`src/rtl/submaster_rd_rr_arb.sv`:
```
// Round-robin read-channel arbiter for eight AXI submasters.
// One submaster owns the shared read path per transfer. A watchdog aborts a
// transfer whose xfer_done never arrives and records the owner on sticky
// error status. All outputs are decoded from registers only.
module submaster_rd_rr_arb #(
  parameter int unsigned TIMEOUT_CYCLES = 1024,
  parameter int unsigned TMR_W          = 16
) (
  input  logic       clk,
  input  logic       reset,
  input  logic [7:0] start,
  input  logic [7:0] xfer_done,
  input  logic       err_clr,
  output logic [7:0] grant,
  output logic [7:0] processing,
  output logic [7:0] abort,
  output logic       timeout_err,
  output logic [2:0] err_id,
  output logic [2:0] owner_id
);

  typedef enum logic [1:0] {
    IDLE  = 2'd0,
    GRANT = 2'd1,
    WAIT  = 2'd2,
    ABORT = 2'd3
  } state_e;

  // A zero timeout disables the watchdog; the terminal count is then unused.
  localparam bit          WDOG_EN  = (TIMEOUT_CYCLES != 0);
  localparam int unsigned LAST_INT = WDOG_EN ? TIMEOUT_CYCLES - 1 : 0;
  localparam logic [TMR_W-1:0] TMR_LAST = LAST_INT[TMR_W-1:0];

  state_e           state_q, state_d;
  logic [2:0]       owner_q, owner_d;
  logic [2:0]       rr_ptr_q, rr_ptr_d;
  logic [TMR_W-1:0] tmr_q, tmr_d;
  logic             timeout_err_q;
  logic [2:0]       err_id_q;

  // Requests rotated so that bit 0 is the submaster at rr_ptr.
  logic [7:0] start_rot;
  logic [2:0] rr_off;
  logic [2:0] rr_sel;

  genvar gi;
  generate
    for (gi = 0; gi < 8; gi++) begin : g_rot
      assign start_rot[gi] = start[rr_ptr_q + 3'(gi)];
    end
  endgenerate

  // Lowest set bit of the rotated vector is the first requester at/after rr_ptr.
  always_comb begin
    rr_off = 3'd0;
    for (int i = 7; i >= 0; i--) begin
      if (start_rot[i]) rr_off = 3'(i);
    end
    rr_sel = rr_ptr_q + rr_off;
  end

  // Next-state logic: arbitration, grant, supervised wait and abort.
  always_comb begin
    state_d  = state_q;
    owner_d  = owner_q;
    rr_ptr_d = rr_ptr_q;
    tmr_d    = tmr_q;
    unique case (state_q)
      IDLE: begin
        if (|start) begin
          owner_d = rr_sel;
          tmr_d   = '0;
          state_d = GRANT;
        end
      end
      GRANT: begin
        // xfer_done is deliberately not looked at here.
        state_d = WAIT;
      end
      WAIT: begin
        // Done has priority over an expiry in the same cycle.
        if (xfer_done[owner_q]) begin
          state_d  = IDLE;
          rr_ptr_d = owner_q + 3'd1;
        end else if (WDOG_EN && (tmr_q == TMR_LAST)) begin
          state_d  = ABORT;
          rr_ptr_d = owner_q + 3'd1;
        end else begin
          tmr_d = tmr_q + TMR_W'(1);
        end
      end
      ABORT: begin
        state_d = IDLE;
      end
      default: state_d = IDLE;
    endcase
  end

  // State, owner, pointer and watchdog registers.
  always_ff @(posedge clk or posedge reset) begin
    if (reset) begin
      state_q  <= IDLE;
      owner_q  <= 3'd0;
      rr_ptr_q <= 3'd0;
      tmr_q    <= '0;
    end else begin
      state_q  <= state_d;
      owner_q  <= owner_d;
      rr_ptr_q <= rr_ptr_d;
      tmr_q    <= tmr_d;
    end
  end

  // Sticky error flag and id; a set in ABORT beats a simultaneous clear.
  always_ff @(posedge clk or posedge reset) begin
    if (reset) begin
      timeout_err_q <= 1'b0;
      err_id_q      <= 3'd0;
    end else if (state_q == ABORT) begin
      timeout_err_q <= 1'b1;
      err_id_q      <= owner_q;
    end else if (err_clr) begin
      timeout_err_q <= 1'b0;
    end
  end

  logic [7:0] owner_oh;
  assign owner_oh = 8'd1 << owner_q;

  assign grant       = (state_q == GRANT) ? owner_oh : 8'd0;
  assign processing  = ((state_q == GRANT) || (state_q == WAIT)) ? owner_oh : 8'd0;
  assign abort       = (state_q == ABORT) ? owner_oh : 8'd0;
  assign timeout_err = timeout_err_q;
  assign err_id      = err_id_q;
  assign owner_id    = owner_q;

endmodule

```
`config.mk`:
```
export PLATFORM = sky130hd
export DESIGN_NAME = submaster_rd_rr_arb
export DESIGN_NICKNAME = d
export VERILOG_FILES = /design/src/rtl/submaster_rd_rr_arb.sv
export SDC_FILE = /design/constraint.sdc
export NUM_CORES = 1
export LEC_CHECK = 0
export ABC_AREA = 1
export CAP_MARGIN = 20
export CELL_PAD_IN_SITES_DETAIL_PLACEMENT = 2
export CELL_PAD_IN_SITES_GLOBAL_PLACEMENT = 2
export CORE_ASPECT_RATIO = 0.75
export CORE_MARGIN = 5
export CORE_UTILIZATION = 29
export CTS_BUF_LIST = sky130_fd_sc_hd__clkbuf_4 sky130_fd_sc_hd__clkbuf_8
export DETAILED_ROUTE_END_ITERATION = 8
export GPL_ROUTABILITY_DRIVEN = 1
export PLACE_DENSITY_LB_ADDON = 0.3
export SYNTH_ARGS = -nofsm -noshare
export SYNTH_HDL_FRONTEND = slang
export SYNTH_SLANG_ARGS = --single-unit
export TNS_END_PERCENT = 30
```
`constraint.sdc`:
```
create_clock -name clk -period 3.22 [get_ports clk]
set_input_delay 0.805 -clock clk [delete_from_list [all_inputs] [get_ports clk]]
set_output_delay 0.805 -clock clk [all_outputs]
set_load 0.1 [all_outputs]
```
Word-level counts from Yosys, hierarchy flattened

Index checks and enable logic that the tools add are counted.

Output and inout port bits: 31
Register bits: 28

Magnitude comparators: 9
Eq/ne operators: 8
Reduce and logical (&&, ||, !) cells: 10
Add/sub/neg operators: 10
Muxes and demuxes: 41
Shift operators: 1

Operators with widths:

| cell                                                  | number |
|---|---|
| 2-to-1 mux 16 bit                                     | 3 |
| < comparator 3 x 4 -> 1 bit, second input constant    | 9 |
| case mux 16 bit (2 select lines)                      | 1 |
| 2-to-1 mux 3 bit                                      | 10 |
| binary-select mux 1 bit (select 3 bit)                | 9 |
| 2-to-1 mux 8 bit                                      | 3 |
| adder 16 x 1 -> 16 bit, second input constant         | 1 |
| equality test 16 x 10 -> 1 bit, second input constant | 1 |
| adder 3 bit, second input constant                    | 4 |
| 2-to-1 mux 1 bit                                      | 11 |
| case mux 2 bit (4 select lines)                       | 1 |
| OR reduction 8 bit                                    | 1 |
| << shifter 1 x 3 -> 8 bit, first input constant       | 1 |
| adder 3 x 1 -> 3 bit, second input constant           | 2 |
| adder 3 x 2 -> 3 bit, second input constant           | 2 |
| 2-to-1 mux 2 bit                                      | 3 |
| inequality test 2 bit, second input constant          | 3 |
| AND reduction 2 bit                                   | 3 |
| nonzero test 2 bit                                    | 3 |
| equality test 2 bit, second input constant            | 2 |
| AND reduction 4 bit                                   | 1 |
| adder 3 bit                                           | 1 |
| inequality test 3 bit, second input constant          | 1 |
| equality test 2 x 1 -> 1 bit, second input constant   | 1 |
| 2 further kinds                                       | 2 |

Depth between registers and ports, before layout

Gate-level depths: netlist of the first run.

Depth in word-level cells: 12
Mapped depth: 23

Worst setup path after synthesis of the first run

OpenSTA, ideal clock, no wires.

Kind: register to output
From: reg owner_q[0], in the netlist owner_id[0]
To: out abort[5]
Cell stages (with the launch flop): 4
Data arrival time: 2.716 ns
Slack: -0.301 ns
Required time: 2.415 ns
Path through: dfrtp_1 ha_1 nand2_1 nor2_1

Longest elaborated chain between the ends: 2

Ends and longest elaborated chain:

| item                      | RTL line | text |
|---|---|---|
| start: declaration        | 35       | `logic [2:0] owner_q, owner_d;` |
| start signal: assignment  | 108      | `owner_q <= owner_d;` |
| << shifter 1 x 3 -> 8 bit | 128      | `assign owner_oh = 8'd1 << owner_q;` |
| 2-to-1 mux 8 bit          | 132      | `assign abort = (state_q == ABORT) ? owner_oh : 8'd0;` |
| end: declaration          | 16       | `output logic [7:0] abort,` |

Every way passes these cells.

Worst setup path after layout of the first run

From: in start[6]
To: reg owner_q[2], in the netlist owner_id[2]

Longest elaborated chain between the ends: 11

Ends and longest elaborated chain:

| item                                   | RTL line | text |
|---|---|---|
| start: declaration                     | 11       | `input logic [7:0] start,` |
| binary-select mux 1 bit (select 3 bit) | 49       | `assign start_rot[gi] = start[rr_ptr_q + 3'(gi)];` |
| 2-to-1 mux 1 bit (not written as such) | 49       |  |
| 2-to-1 mux 3 bit (8 in series)         | 57       | `if (start_rot[i]) rr_off = 3'(i);` |
| adder 3 bit                            | 59       | `rr_sel = rr_ptr_q + rr_off;` |

Parallel ways exist; a longest one is shown, timed or not. The select of a mux whose other input is x is not followed.
A chain may end at the register's enable or synchronous reset.

==> results_tabular.tex, run 1 <==
\begin{tabular}{lr}
\hline
Metric & Value \\
\hline
\multicolumn{2}{l}{\textbf{Floorplan}} \\
\quad Die area & 0.0105 mm2 \\
\quad Die extent in y & 89.8 um \\
\quad Initial core utilization & 29.4\% \\
\quad Die width & 116 um \\
\quad I/O pins & 50 \\
\quad Placeable core region & 0.00838 mm2 \\
\quad Row Count & 29 \\
\multicolumn{2}{l}{\textbf{Status}} \\
\quad Run status & finished, final reports clean \\
\multicolumn{2}{l}{\textbf{STA}} \\
\quad Worst hold margin & 0.527 ns \\
\quad Max-slew violation total from the final report & 0 \\
\quad Final worst path period need & 2.92 ns \\
\quad Max-slew headroom & 71.8\% \\
\quad Worst slew pin tran & 0.422 ns \\
\quad Setup repair after global routing missed its margin & false \\
\quad Max Clock Freq & 342 MHz \\
\quad Portion of the clock cycle consumed by the worst path in the final layout & 90.8\% \\
\quad Clock skew & 0.00418 ns \\
\quad Number of hold violations in the final report & 0 \\
\quad Final Setup Violations & 0 \\
\multicolumn{2}{l}{\textbf{Clock tree}} \\
\quad Clk slew on worst S/H paths & 0.10 ns \\
\quad CTS Buffer Depth & 2 \\
\quad Source-to-sink clock delay at the later pin of the worst-skew pair & 0.29 ns \\
\quad Number of setup buffers added after CTS & 0 \\
\quad CTS buffer count & 3 \\
\quad Sinks on Clock Net & 28 \\
\quad TritonCTS clock tree & yes \\
\quad CTS Root Buffer Type & clkbuf\_8 \\
\quad H-tree levels & 1 \\
\quad Post-CTS Hold Buffers & 0 \\
\multicolumn{2}{l}{\textbf{Setup path}} \\
\quad Crit path buf inv count & 4 \\
\quad Kind of end point of the critical path & flip-flop \\
\quad Most Frequent Cell on Critical Path & nand2\_1 \\
\quad Type of element launching the critical path & primary input \\
\quad Max incr delay on CP & 0.52 ns \\
\quad Req. time, crit path & 3.41 ns \\
\quad Worst path cell trace & clkdlybuf4s50\_1, nand2\_1, nand3\_1, nand3\_1, nand2\_2, inv\_1, nand2\_1, nand2\_1, nand2\_1, nand2\_1, a21oi\_1, ha\_1, inv\_1, fa\_1, xor2\_1, inv\_1, nand3\_1, nand3\_1, nand2\_1 \\
\quad Maximum fanout count along the critical path & 3 \\
\quad Critical-path cell with the highest stage delay & clkdlybuf4s50\_1 \\
\quad Family with the most delay on the worst path & simple AND/OR/NAND/NOR gates \\
\quad Arrival time of data at the critical path endpoint & 3.11 ns \\
\quad Reg-to-reg slack, setup & 0.42 ns \\
\quad Crit path kind & in -> reg \\
\multicolumn{2}{l}{\textbf{Power}} \\
\quad Standby leakage power & 0.00156 uW \\
\quad Portion of total power attributed to combinational logic & 75.7\% \\
\quad Total chip power & 3210 uW \\
\quad Net switching power & 2040 uW \\
\quad Sequential cell fraction of total power & 17.0\% \\
\quad Clock share of power & 7.3\% \\
\quad Worst voltage drop across the vdd grid & 0.727 mV \\
\quad Sw frac & 63.6\% \\
\quad Total power divided by cell area & 1040 mW/mm2 \\
\quad Design internal power & 1170 uW \\
\multicolumn{2}{l}{\textbf{Synthesis}} \\
\quad Largest cells by area after synthesis & dfrtp\_1 28\%, nand2\_1 19\%, nand3\_1 8.3\% \\
\quad Post-Syn Nets & 406 \\
\quad Synthesis-stage register bit count & 28 \\
\quad Register area share after synthesis & 28.5\% \\
\quad Yosys warning total & 0 \\
\quad Portion of synthesized cell area occupied by the leading cell type & 28.5\% \\
\quad Cell taking the most area after synthesis & dfrtp\_1 \\
\quad Cell area after technology mapping & 0.00246 mm2 \\
\quad Number of cells produced by synthesis & 372 \\
\quad Number of distinct library cell variants in the gate-level netlist after synthesis & 28 \\
\quad Avg Synthesized Cell Area & 6.62 um2 \\
\multicolumn{2}{l}{\textbf{Drt}} \\
\quad Pre-Repair DR Iteration Count & 4 \\
\quad Post-detailed-routing wire length & 8260 um \\
\quad Post-detailed-route via-to-cell ratio & 4.85 \\
\quad Final antenna-violating net count & 0 \\
\quad Iteration-0 DRC count of the detailed router & 73 \\
\quad Vias after detailed routing & 2582 \\
\quad Routed wirelength normalized by instance count & 15.5 um \\
\quad Final routed DRC violation total & 0 \\
\multicolumn{2}{l}{\textbf{Layout}} \\
\quad Number of diodes & 0 \\
\quad Share of post-route cells with drive strength above 1 & 18.6\% \\
\quad Utilization of the core after routing & 36.6\% \\
\quad Area Growth Syn to Fin & 24.7\% \\
\quad Count of nets after finishing & 459 \\
\multicolumn{2}{l}{\textbf{Global routing}} \\
\quad Maximum number of pins on one net before global-route repair & 33 \\
\quad Wire length of the first global-routing pass & 14300 um \\
\quad Antenna violations before repair & 0 \\
\quad Sum of overflow across all layers after global routing & 0 \\
\quad Number of global-route vias before repair & 2853 \\
\quad Aggregate global-route resource usage & 16.5\% \\
\multicolumn{2}{l}{\textbf{Place}} \\
\quad Count of buffers inserted at the top-level ports & 49 \\
\quad GP Congestion & 0.858 \\
\quad HPWL after detailed placement & 6810 um \\
\multicolumn{2}{l}{\textbf{Min path}} \\
\quad Path category of the worst min-delay check & reg -> reg \\
\multicolumn{2}{l}{\textbf{Run}} \\
\quad Maximum capacitance violations & 0 \\
\hline
\end{tabular}
==> tightest hold or removal path: stages, from the launching register on <==
cell and delay (ns):
dfrtp_1 0.37, nand2_1 0.05, o21ai_0 0.07
==> worst paths after layout <==
check	startpoint	depth (start not counted)	to
min in group asynchronous	reset	3	state_q[0]
max in group asynchronous	reset	3	tmr_q[5]
worst max register to register	rr_ptr_q[0]	20	owner_id[2]
worst min register to register	err_id[0]	2	err_id[0]
worst min-delay path	err_id[0]	2	err_id[0]
worst max-delay path	start[6]	19	owner_id[2]
==> power by group through the flow <==
stage / Clock, uW / Sequential, uW / Combinational (uW)
after floorplan: 0 / 786 / 1620
after global placement: 0 / 552 / 2370
after detailed placement: 0 / 553 / 2440
after CTS: 246 / 548 / 2460
after global routing: 258 / 566 / 2690
final: 233 / 546 / 2430
==> placed cells by master (no fill, tap or decap), drive strengths merged <==
master and count:
buf 37, dlymetal6s2s 4, nor4 2, xor2 8, fa 1, nand3 42, nand4 4, ha 14
nand2 127, o21ai 31, nor3 6, xnor2 2, clkbuf 4, clkdlybuf4s50 14, a21oi 4, o21bai 1
nor2 48, a31o 1, inv 37, dfrtp 28, or2 9
==> synth_stat cells <==
| library cell | n |
|---|---|
| or2_1 | 1 |
| o21ai_2 | 16 |
| xnor2_1 | 2 |
| nand2_1 | 124 |
| nand2_4 | 2 |
| clkbuf_1 | 2 |
| xor2_1 | 8 |
| nand3_2 | 1 |
| inv_1 | 35 |
| fa_1 | 1 |
| dfrtp_1 | 28 |
| nand3_1 | 41 |
| buf_8 | 1 |
| nor2_1 | 48 |
| nor3_2 | 3 |
| buf_6 | 2 |
| o21ai_0 | 15 |
| or2_2 | 8 |
| buf_4 | 2 |
| o21bai_1 | 1 |
| nand4_1 | 4 |
| a21oi_1 | 4 |
| inv_2 | 2 |
| nor4_1 | 2 |
| nand2_2 | 1 |
| nor3_1 | 3 |
| ha_1 | 14 |
| a31o_2 | 1 |
==> logic make-up after synthesis <==
group           count (synthesis)  synth area share [%]
simple gates                  238                  41.8
buf+inv                        44                  8.08
compound gates                 37                  10.2
flops                          28                  28.5
fa+ha+maj                      15                  7.93
xor+xnor                       10                  3.56
==> registers in the layout (all words and copies together), names as in the netlist <==
signal	cells
err_id	3
tmr_q	16
timeout_err	1
state_q	2
owner_id	3
rr_ptr_q	3
==> per-layer routing <==
metal	GRT usage [%]	routed length [um]	part of all wire, %	vias to the layer above
li1	-	-	-	1288
met1	22.5	3940	48	1264
met2	28.7	4060	49	27
met3	1.95	239	2.9	3
met4	1.74	23	0.28	0
met5	0	0	0	-
==> cell type report <==
class                      count  area [um2]
fill                        1023        5310
multi-input combinational    300        1570
sequential                    28         701
timing repair buffer          55         468
inverter                      37         139
tap                          108         135
clock buffer                   4        55.1
==> what timing repair did <==
action                                  CTS  global route
gates resized for setup                   0             6
endpoints found under the setup margin    0             1
hold endpoints to repair                  0             0
==> metrics by stage <==
| step | std cells | worst slack, ns | setup TNS (ns) | cell area, um2 |
|---|---|---|---|---|
| 6_report | 532 | 0.298 | 0 | 3070 |
| 2_1_floorplan | 372 | -0.301 | -3.67 | 2470 |
| 4_1_cts | 532 | 0.230 | 0 | 3060 |
| 5_1_grt | 532 | 0.00804 | 0 | 3070 |
| 3_5_place_dp | 528 | -0.0892 | -0.0892 | 3000 |
| 3_3_place_gp | 528 | -0.0209 | -0.0209 | 3000 |
Power figures use the tool's default switching activity.
==> inputs of run 2 (changes only) <==
--- a/config.mk
+++ b/config.mk
@@ -16,6 +16,7 @@
 export DETAILED_ROUTE_END_ITERATION = 8
 export GPL_ROUTABILITY_DRIVEN = 1
 export PLACE_DENSITY_LB_ADDON = 0.3
+export SETUP_SLACK_MARGIN = 0.1
 export SYNTH_ARGS = -nofsm -noshare
 export SYNTH_HDL_FRONTEND = slang
 export SYNTH_SLANG_ARGS = --single-unit
==> results_tabular.tex, run 2 (synthesized netlist as in run 1, its figures left out) <==
\begin{tabular}{lr}
\hline
Metric & Value \\
\hline
\multicolumn{2}{l}{\textbf{Floorplan}} \\
\quad Die area & 0.0105 mm2 (unchanged) \\
\quad I/O pins & 50 (unchanged) \\
\quad Placeable core region & 0.00838 mm2 (unchanged) \\
\quad Die extent in y & 89.8 um (unchanged) \\
\quad Initial core utilization & 29.4\% (unchanged) \\
\quad Row Count & 29 (unchanged) \\
\quad Die width & 116 um (unchanged) \\
\multicolumn{2}{l}{\textbf{Global routing}} \\
\quad Antenna violations before repair & 0 (unchanged) \\
\quad Number of global-route vias before repair & 2853 (unchanged) \\
\quad Aggregate global-route resource usage & 16.5\% (unchanged) \\
\quad Wire length of the first global-routing pass & 14300 um (unchanged) \\
\quad Sum of overflow across all layers after global routing & 0 (unchanged) \\
\quad Maximum number of pins on one net before global-route repair & 33 (unchanged) \\
\multicolumn{2}{l}{\textbf{STA}} \\
\quad Max-slew violation total from the final report & 0 (unchanged) \\
\quad Max Clock Freq & 362 MHz (was 342 MHz) \\
\quad Portion of the clock cycle consumed by the worst path in the final layout & 85.8\% (was 90.8\%) \\
\quad Final-layout setup total negative slack & 0 ns (unchanged) \\
\quad Max-slew headroom & 71.6\% (was 71.8\%) \\
\quad Setup repair after global routing missed its margin & false (unchanged) \\
\quad Worst slew pin tran & 0.426 ns (was 0.422 ns) \\
\quad Number of hold violations in the final report & 0 (unchanged) \\
\quad Final worst path period need & 2.76 ns (was 2.92 ns) \\
\quad Clock skew & 0.00541 ns (was 0.00418 ns) \\
\quad Final Setup Violations & 0 (unchanged) \\
\multicolumn{2}{l}{\textbf{Drt}} \\
\quad Vias after detailed routing & 2581 (was 2582) \\
\quad Post-detailed-routing wire length & 8250 um (was 8260 um) \\
\quad Routed wirelength normalized by instance count & 15.5 um (about the same) \\
\quad Iteration-0 DRC count of the detailed router & 80 (was 73) \\
\quad Final antenna-violating net count & 0 (unchanged) \\
\quad Post-detailed-route via-to-cell ratio & 4.85 (about the same) \\
\quad Final routed DRC violation total & 0 (unchanged) \\
\quad Pre-Repair DR Iteration Count & 4 (unchanged) \\
\multicolumn{2}{l}{\textbf{Clock tree}} \\
\quad Post-CTS Hold Buffers & 0 (unchanged) \\
\quad CTS Buffer Depth & 2 (unchanged) \\
\quad Clk slew on worst S/H paths & 0.10 ns (about the same) \\
\quad TritonCTS clock tree & yes (unchanged) \\
\quad Source-to-sink clock delay at the later pin of the worst-skew pair & 0.29 ns (about the same) \\
\quad H-tree levels & 1 (unchanged) \\
\quad Number of setup buffers added after CTS & 0 (unchanged) \\
\quad Number of gates resized after cts & 0 (unchanged) \\
\quad Sinks on Clock Net & 28 (unchanged) \\
\quad CTS Root Buffer Type & clkbuf\_8 (unchanged) \\
\quad CTS buffer count & 3 (unchanged) \\
\multicolumn{2}{l}{\textbf{Min path}} \\
\quad Path category of the worst min-delay check & reg -> reg (unchanged) \\
\multicolumn{2}{l}{\textbf{Power}} \\
\quad Worst voltage drop across the vdd grid & 0.728 mV (was 0.727 mV) \\
\quad Total power divided by cell area & 1040 mW/mm2 (about the same) \\
\quad Standby leakage power & 0.00160 uW (was 0.00156 uW) \\
\multicolumn{2}{l}{\textbf{Place}} \\
\quad HPWL after detailed placement & 6810 um (unchanged) \\
\quad Post-DP Area & 0.00300 mm2 (unchanged) \\
\quad GP Congestion & 0.858 (unchanged) \\
\quad Cell total after placement & 528 (unchanged) \\
\quad Count of buffers inserted at the top-level ports & 49 (unchanged) \\
\multicolumn{2}{l}{\textbf{Setup path}} \\
\quad Arrival time of data at the critical path endpoint & 2.95 ns (was 3.11 ns) \\
\quad Kind of end point of the critical path & flip-flop (unchanged) \\
\quad Type of element launching the critical path & flip-flop (was primary input) \\
\quad Req. time, crit path & 3.41 ns (about the same) \\
\quad Crit path kind & reg -> reg (was in -> reg) \\
\quad Maximum fanout count along the critical path & 9 (was 3) \\
\multicolumn{2}{l}{\textbf{Layout}} \\
\quad Final Instance Area & 0.00309 mm2 (was 0.00307 mm2) \\
\quad Count of nets after finishing & 459 (unchanged) \\
\quad Area Growth Syn to Fin & 25.6\% (was 24.7\%) \\
\quad Filler cells & 1020 (was 1023) \\
\quad Share of post-route cells with drive strength above 1 & 19.3\% (was 18.6\%) \\
\quad Leading cell types in the layout, fill and taps excluded & 122 x nand2\_1, 46 x nor2\_1, 40 x nand3\_1 (was 122 x nand2\_1, 46 x nor2\_1, 41 x nand3\_1) \\
\quad Register with the highest flop count & tmr\_q (unchanged) \\
\quad Flip-flop count of the largest register, all copies and words added & 16 (unchanged) \\
\quad Non-filler cells, final & 532 (unchanged) \\
\quad Commonest non-fill, non-tap cell in the layout & nand2\_1 (unchanged) \\
\quad Number of diodes & 0 (unchanged) \\
\multicolumn{2}{l}{\textbf{Run}} \\
\quad Maximum capacitance violations & 0 (unchanged) \\
\multicolumn{2}{l}{\textbf{Status}} \\
\quad Run status & finished, final reports clean (unchanged) \\
\hline
\end{tabular}
-- run 2: cell type report --
class | count | area, um2 | area share, %
Tap cell | 108 | 135 | 4.37
Multi-Input combinational cell | 300 | 1580 | 51.2
Clock buffer | 4 | 55.1 | 1.78
Sequential cell | 28 | 701 | 22.7
Inverter | 37 | 139 | 4.49
Timing Repair Buffer | 55 | 478 | 15.5
-- run 2: per-layer routing --
| metal | vias up | wire length (um) | track usage, % |
|---|---|---|---|
| met1 | 1265 | 3980 | 22.5 |
| li1 | 1288 | - | - |
| met3 | 2 | 190 | 1.95 |
| met5 | - | 0 | 0 |
| met2 | 26 | 4050 | 28.7 |
| met4 | 0 | 23 | 1.74 |
-- run 2: critical path, cell delays in order (launching register included) --
cell,delay [ns]
dfrtp_1,0.37
inv_2,0.10
ha_2,0.39
inv_1,0.10
nand3_1,0.12
nand3_1,0.10
nand2_2,0.10
inv_1,0.04
nand2_1,0.05
nand2_1,0.05
nand2_1,0.05
nand2_1,0.06
a21oi_2,0.12
ha_1,0.15
inv_1,0.05
fa_1,0.36
xor2_1,0.16
inv_1,0.07
nand3_1,0.07
nand3_1,0.09
nand2_1,0.05
-- run 2: worst paths after layout --
| path | startpoint | endpoint | slack, ns | cells past startpoint |
|---|---|---|---|---|
| hold / removal | err_id[0] | err_id[0] | 0.53 | 2 |
| min in group asynchronous | reset | state_q[0] | 0.88 | 3 |
| setup / recovery | rr_ptr_q[0] | owner_id[2] | 0.46 | 20 |
| hold reg to reg | err_id[0] | err_id[0] | 0.53 | 2 |
| max in group asynchronous | reset | tmr_q[5] | 2.06 | 3 |
| setup reg to reg | rr_ptr_q[0] | owner_id[2] | 0.46 | 20 |
-- run 2: stage by stage --
step | util, % | hold slack, ns | setup slack, ns | total power, uW
2_1_floorplan | - | 0.501 | -0.301 | 2410
3_3_place_gp | 35.8 | 0.470 | -0.0209 | 2920
3_5_place_dp | 35.8 | 0.506 | -0.0892 | 2990
4_1_cts | 36.5 | 0.534 | 0.230 | 3250
5_1_grt | 36.9 | 0.566 | 0.121 | 3540
6_report | 36.9 | 0.527 | 0.459 | 3230
-- run 2: power breakdown --
group / total (uW) / leakage [uW] / internal [uW] / switching [uW]
combinational: 2450 / 0.00120 / 635 / 1810
clock: 234 / 0.0000288 / 110 / 124
sequential: 546 / 0.000372 / 430 / 115
==> inputs of run 3 (changes only) <==
--- a/config.mk
+++ b/config.mk
@@ -16,6 +16,7 @@
 export DETAILED_ROUTE_END_ITERATION = 8
 export GPL_ROUTABILITY_DRIVEN = 1
 export PLACE_DENSITY_LB_ADDON = 0.3
+export REMOVE_ABC_BUFFERS = 1
 export SETUP_SLACK_MARGIN = 0.1
 export SYNTH_ARGS = -nofsm -noshare
 export SYNTH_HDL_FRONTEND = slang
==> results_tabular.tex, run 3 (synthesized netlist as in run 1, its figures left out) <==
\begin{tabular}{lr}
\hline
Metric & Value \\
\hline
\multicolumn{2}{l}{\textbf{Min path}} \\
\quad Startpoint of the tightest hold check path & err\_id[0] (unchanged) \\
\quad Path category of the worst min-delay check & reg -> reg (unchanged) \\
\multicolumn{2}{l}{\textbf{Clock tree}} \\
\quad TritonCTS clock tree & yes (unchanged) \\
\quad Clk slew on worst S/H paths & 0.11 ns (was 0.10 ns) \\
\quad Source-to-sink clock delay at the later pin of the worst-skew pair & 0.29 ns (about the same) \\
\quad Sinks on Clock Net & 28 (unchanged) \\
\quad CTS Buffer Depth & 2 (unchanged) \\
\quad H-tree levels & 1 (unchanged) \\
\quad CTS Root Buffer Type & clkbuf\_8 (unchanged) \\
\quad CTS buffer count & 3 (unchanged) \\
\multicolumn{2}{l}{\textbf{STA}} \\
\quad Final Setup Violations & 0 (unchanged) \\
\quad Max-slew headroom & 71.9\% (was 71.6\%) \\
\quad Final-layout setup total negative slack & 0 ns (unchanged) \\
\quad Portion of the clock cycle consumed by the worst path in the final layout & 88.4\% (was 85.8\%) \\
\quad Number of hold violations in the final report & 0 (unchanged) \\
\quad Max Clock Freq & 351 MHz (was 362 MHz) \\
\quad Setup repair after global routing missed its margin & false (unchanged) \\
\quad Max-slew violation total from the final report & 0 (unchanged) \\
\quad Final worst path period need & 2.85 ns (was 2.76 ns) \\
\quad Worst slew pin tran & 0.422 ns (was 0.426 ns) \\
\quad Clock skew & 0.0117 ns (was 0.00541 ns) \\
\multicolumn{2}{l}{\textbf{Global routing}} \\
\quad Number of global-route vias before repair & 2802 (was 2853) \\
\quad Grt met1 use & 23.6\% (was 22.5\%) \\
\quad Layer with the highest usage & met2 (unchanged) \\
\quad Maximum number of pins on one net before global-route repair & 33 (unchanged) \\
\quad Aggregate global-route resource usage & 16.9\% (was 16.5\%) \\
\quad Sum of overflow across all layers after global routing & 0 (unchanged) \\
\quad Routing usage on met2 & 28.2\% (was 28.7\%) \\
\quad Met3 track utilization from global routing & 2.35\% (was 1.95\%) \\
\quad Wire length of the first global-routing pass & 14400 um (was 14300 um) \\
\quad Antenna violations before repair & 0 (unchanged) \\
\multicolumn{2}{l}{\textbf{Layout}} \\
\quad Flip-flop count of the largest register, all copies and words added & 16 (unchanged) \\
\quad Total area of multi-input combinational cells & 0.00160 mm2 (was 0.00158 mm2) \\
\quad Register with the highest flop count & tmr\_q (unchanged) \\
\quad Number of diodes & 0 (unchanged) \\
\quad Footprint of the flip-flops and latches & 702 um2 (was 701 um2) \\
\quad Non-filler cells, final & 532 (unchanged) \\
\quad Share of post-route cells with drive strength above 1 & 20.0\% (was 19.3\%) \\
\quad Count of nets after finishing & 459 (unchanged) \\
\quad Leading cell types in the layout, fill and taps excluded & 118 x nand2\_1, 48 x nor2\_1, 40 x nand3\_1 (was 122 x nand2\_1, 46 x nor2\_1, 40 x nand3\_1) \\
\quad Filler cells & 1015 (was 1020) \\
\quad Area Growth Syn to Fin & 26.8\% (was 25.6\%) \\
\quad Commonest non-fill, non-tap cell in the layout & nand2\_1 (unchanged) \\
\multicolumn{2}{l}{\textbf{Drt}} \\
\quad Final antenna-violating net count & 0 (unchanged) \\
\quad Vias after detailed routing & 2589 (was 2581) \\
\quad Iteration-0 DRC count of the detailed router & 97 (was 80) \\
\quad Pre-Repair DR Iteration Count & 4 (unchanged) \\
\quad Post-detailed-routing wire length & 8720 um (was 8250 um) \\
\quad Post-detailed-route via-to-cell ratio & 4.87 (was 4.85) \\
\quad Routed wirelength normalized by instance count & 16.4 um (was 15.5 um) \\
\quad Final routed DRC violation total & 0 (unchanged) \\
\multicolumn{2}{l}{\textbf{Floorplan}} \\
\quad Initial core utilization & 29.4\% (unchanged) \\
\quad I/O pins & 50 (unchanged) \\
\quad Die width & 116 um (unchanged) \\
\quad Die area & 0.0105 mm2 (unchanged) \\
\quad Row Count & 29 (unchanged) \\
\quad Die extent in y & 89.8 um (unchanged) \\
\quad Placeable core region & 0.00838 mm2 (unchanged) \\
\multicolumn{2}{l}{\textbf{Status}} \\
\quad Run status & finished, final reports clean (unchanged) \\
\multicolumn{2}{l}{\textbf{Setup path}} \\
\quad Worst setup path startpoint & rr\_ptr\_q[0] (unchanged) \\
\quad Crit path kind & reg -> reg (unchanged) \\
\quad Arrival time of data at the critical path endpoint & 3.04 ns (was 2.95 ns) \\
\quad Crit Reg-Reg Startpoint & rr\_ptr\_q[0] (unchanged) \\
\quad Req. time, crit path & 3.42 ns (was 3.41 ns) \\
\quad Type of element launching the critical path & flip-flop (unchanged) \\
\quad Kind of end point of the critical path & flip-flop (unchanged) \\
\quad Maximum fanout count along the critical path & 11 (was 9) \\
\multicolumn{2}{l}{\textbf{Place}} \\
\quad GP Congestion & 0.850 (was 0.858) \\
\quad Cell total after placement & 528 (unchanged) \\
\quad HPWL after detailed placement & 6980 um (was 6810 um) \\
\quad Count of buffers inserted at the top-level ports & 49 (unchanged) \\
\multicolumn{2}{l}{\textbf{Run}} \\
\quad Maximum capacitance violations & 0 (unchanged) \\
\multicolumn{2}{l}{\textbf{Power}} \\
\quad Standby leakage power & 0.00161 uW (was 0.00160 uW) \\
\quad Total chip power & 3330 uW (was 3230 uW) \\
\quad Worst voltage drop across the vdd grid & 0.561 mV (was 0.728 mV) \\
\quad Total power divided by cell area & 1070 mW/mm2 (was 1040 mW/mm2) \\
\hline
\end{tabular}
[run 3: path summary, 6_finish.rpt]
kind / slack, ns / to / cells after the start
setup / recovery: 0.37 / owner_id[2] / 19
hold / removal: 0.51 / err_id[0] / 2
setup reg to reg: 0.37 / owner_id[2] / 19
hold reg to reg: 0.51 / err_id[0] / 2
max in group asynchronous: 2.03 / rr_ptr_q[2] / 3
min in group asynchronous: 0.88 / timeout_err / 3
[run 3: layout make-up]
cell class                      instances  area share, %
Clock buffer                            3           1.32
Clock inverter                          1          0.962
Tap cell                              108           4.33
Inverter                               37           4.45
Multi-Input combinational cell        300           51.2
Sequential cell                        28           22.5
Timing Repair Buffer                   55           15.3
[run 3: timing repair]
action	CTS	global route
setup endpoints to repair	0	1
gates resized for setup	0	19
buffers inserted	0	0
hold endpoints to repair	0	0
hold buffers	0	0
[run 3: power breakdown]
part	total, uW	leakage, uW	switching (uW)	internal, uW
Sequential	551	0.000371	120	431
Clock	296	0.0000357	129	167
Combinational	2480	0.00120	1840	645
[run 3: worst max-delay path: stages (launching register included)]
cell and delay [ns]:
dfrtp_1 0.41, buf_4 0.19, ha_1 0.24, xnor2_1 0.21
nand3_1 0.11, nand2_1 0.10, inv_1 0.05, nand2_1 0.06
nand2_1 0.05, nand2_1 0.05, nand2_1 0.06, a21oi_1 0.14
ha_2 0.19, inv_1 0.05, fa_1 0.37, xor2_1 0.17
inv_1 0.07, nand3_1 0.08, nand3_1 0.09, nand2_1 0.05
[run 3: metal layers]
layer  share of wire (%)  up-vias
met3                 3.7        5
met2                  47       36
met5                   0        -
li1                    -     1286
met1                  49     1262
met4                0.53        0
[run 3: metrics by stage]
step           util [%]  cell area, um2  setup slack [ns]  hold WS (ns)
2_1_floorplan         -            2400            -0.301         0.502
3_3_place_gp       35.7            3000           -0.0397         0.473
3_5_place_dp       35.7            3000            -0.184         0.488
4_1_cts            36.6            3070             0.140         0.517
5_1_grt            37.3            3120             0.176         0.541
6_report           37.3            3120             0.374         0.513
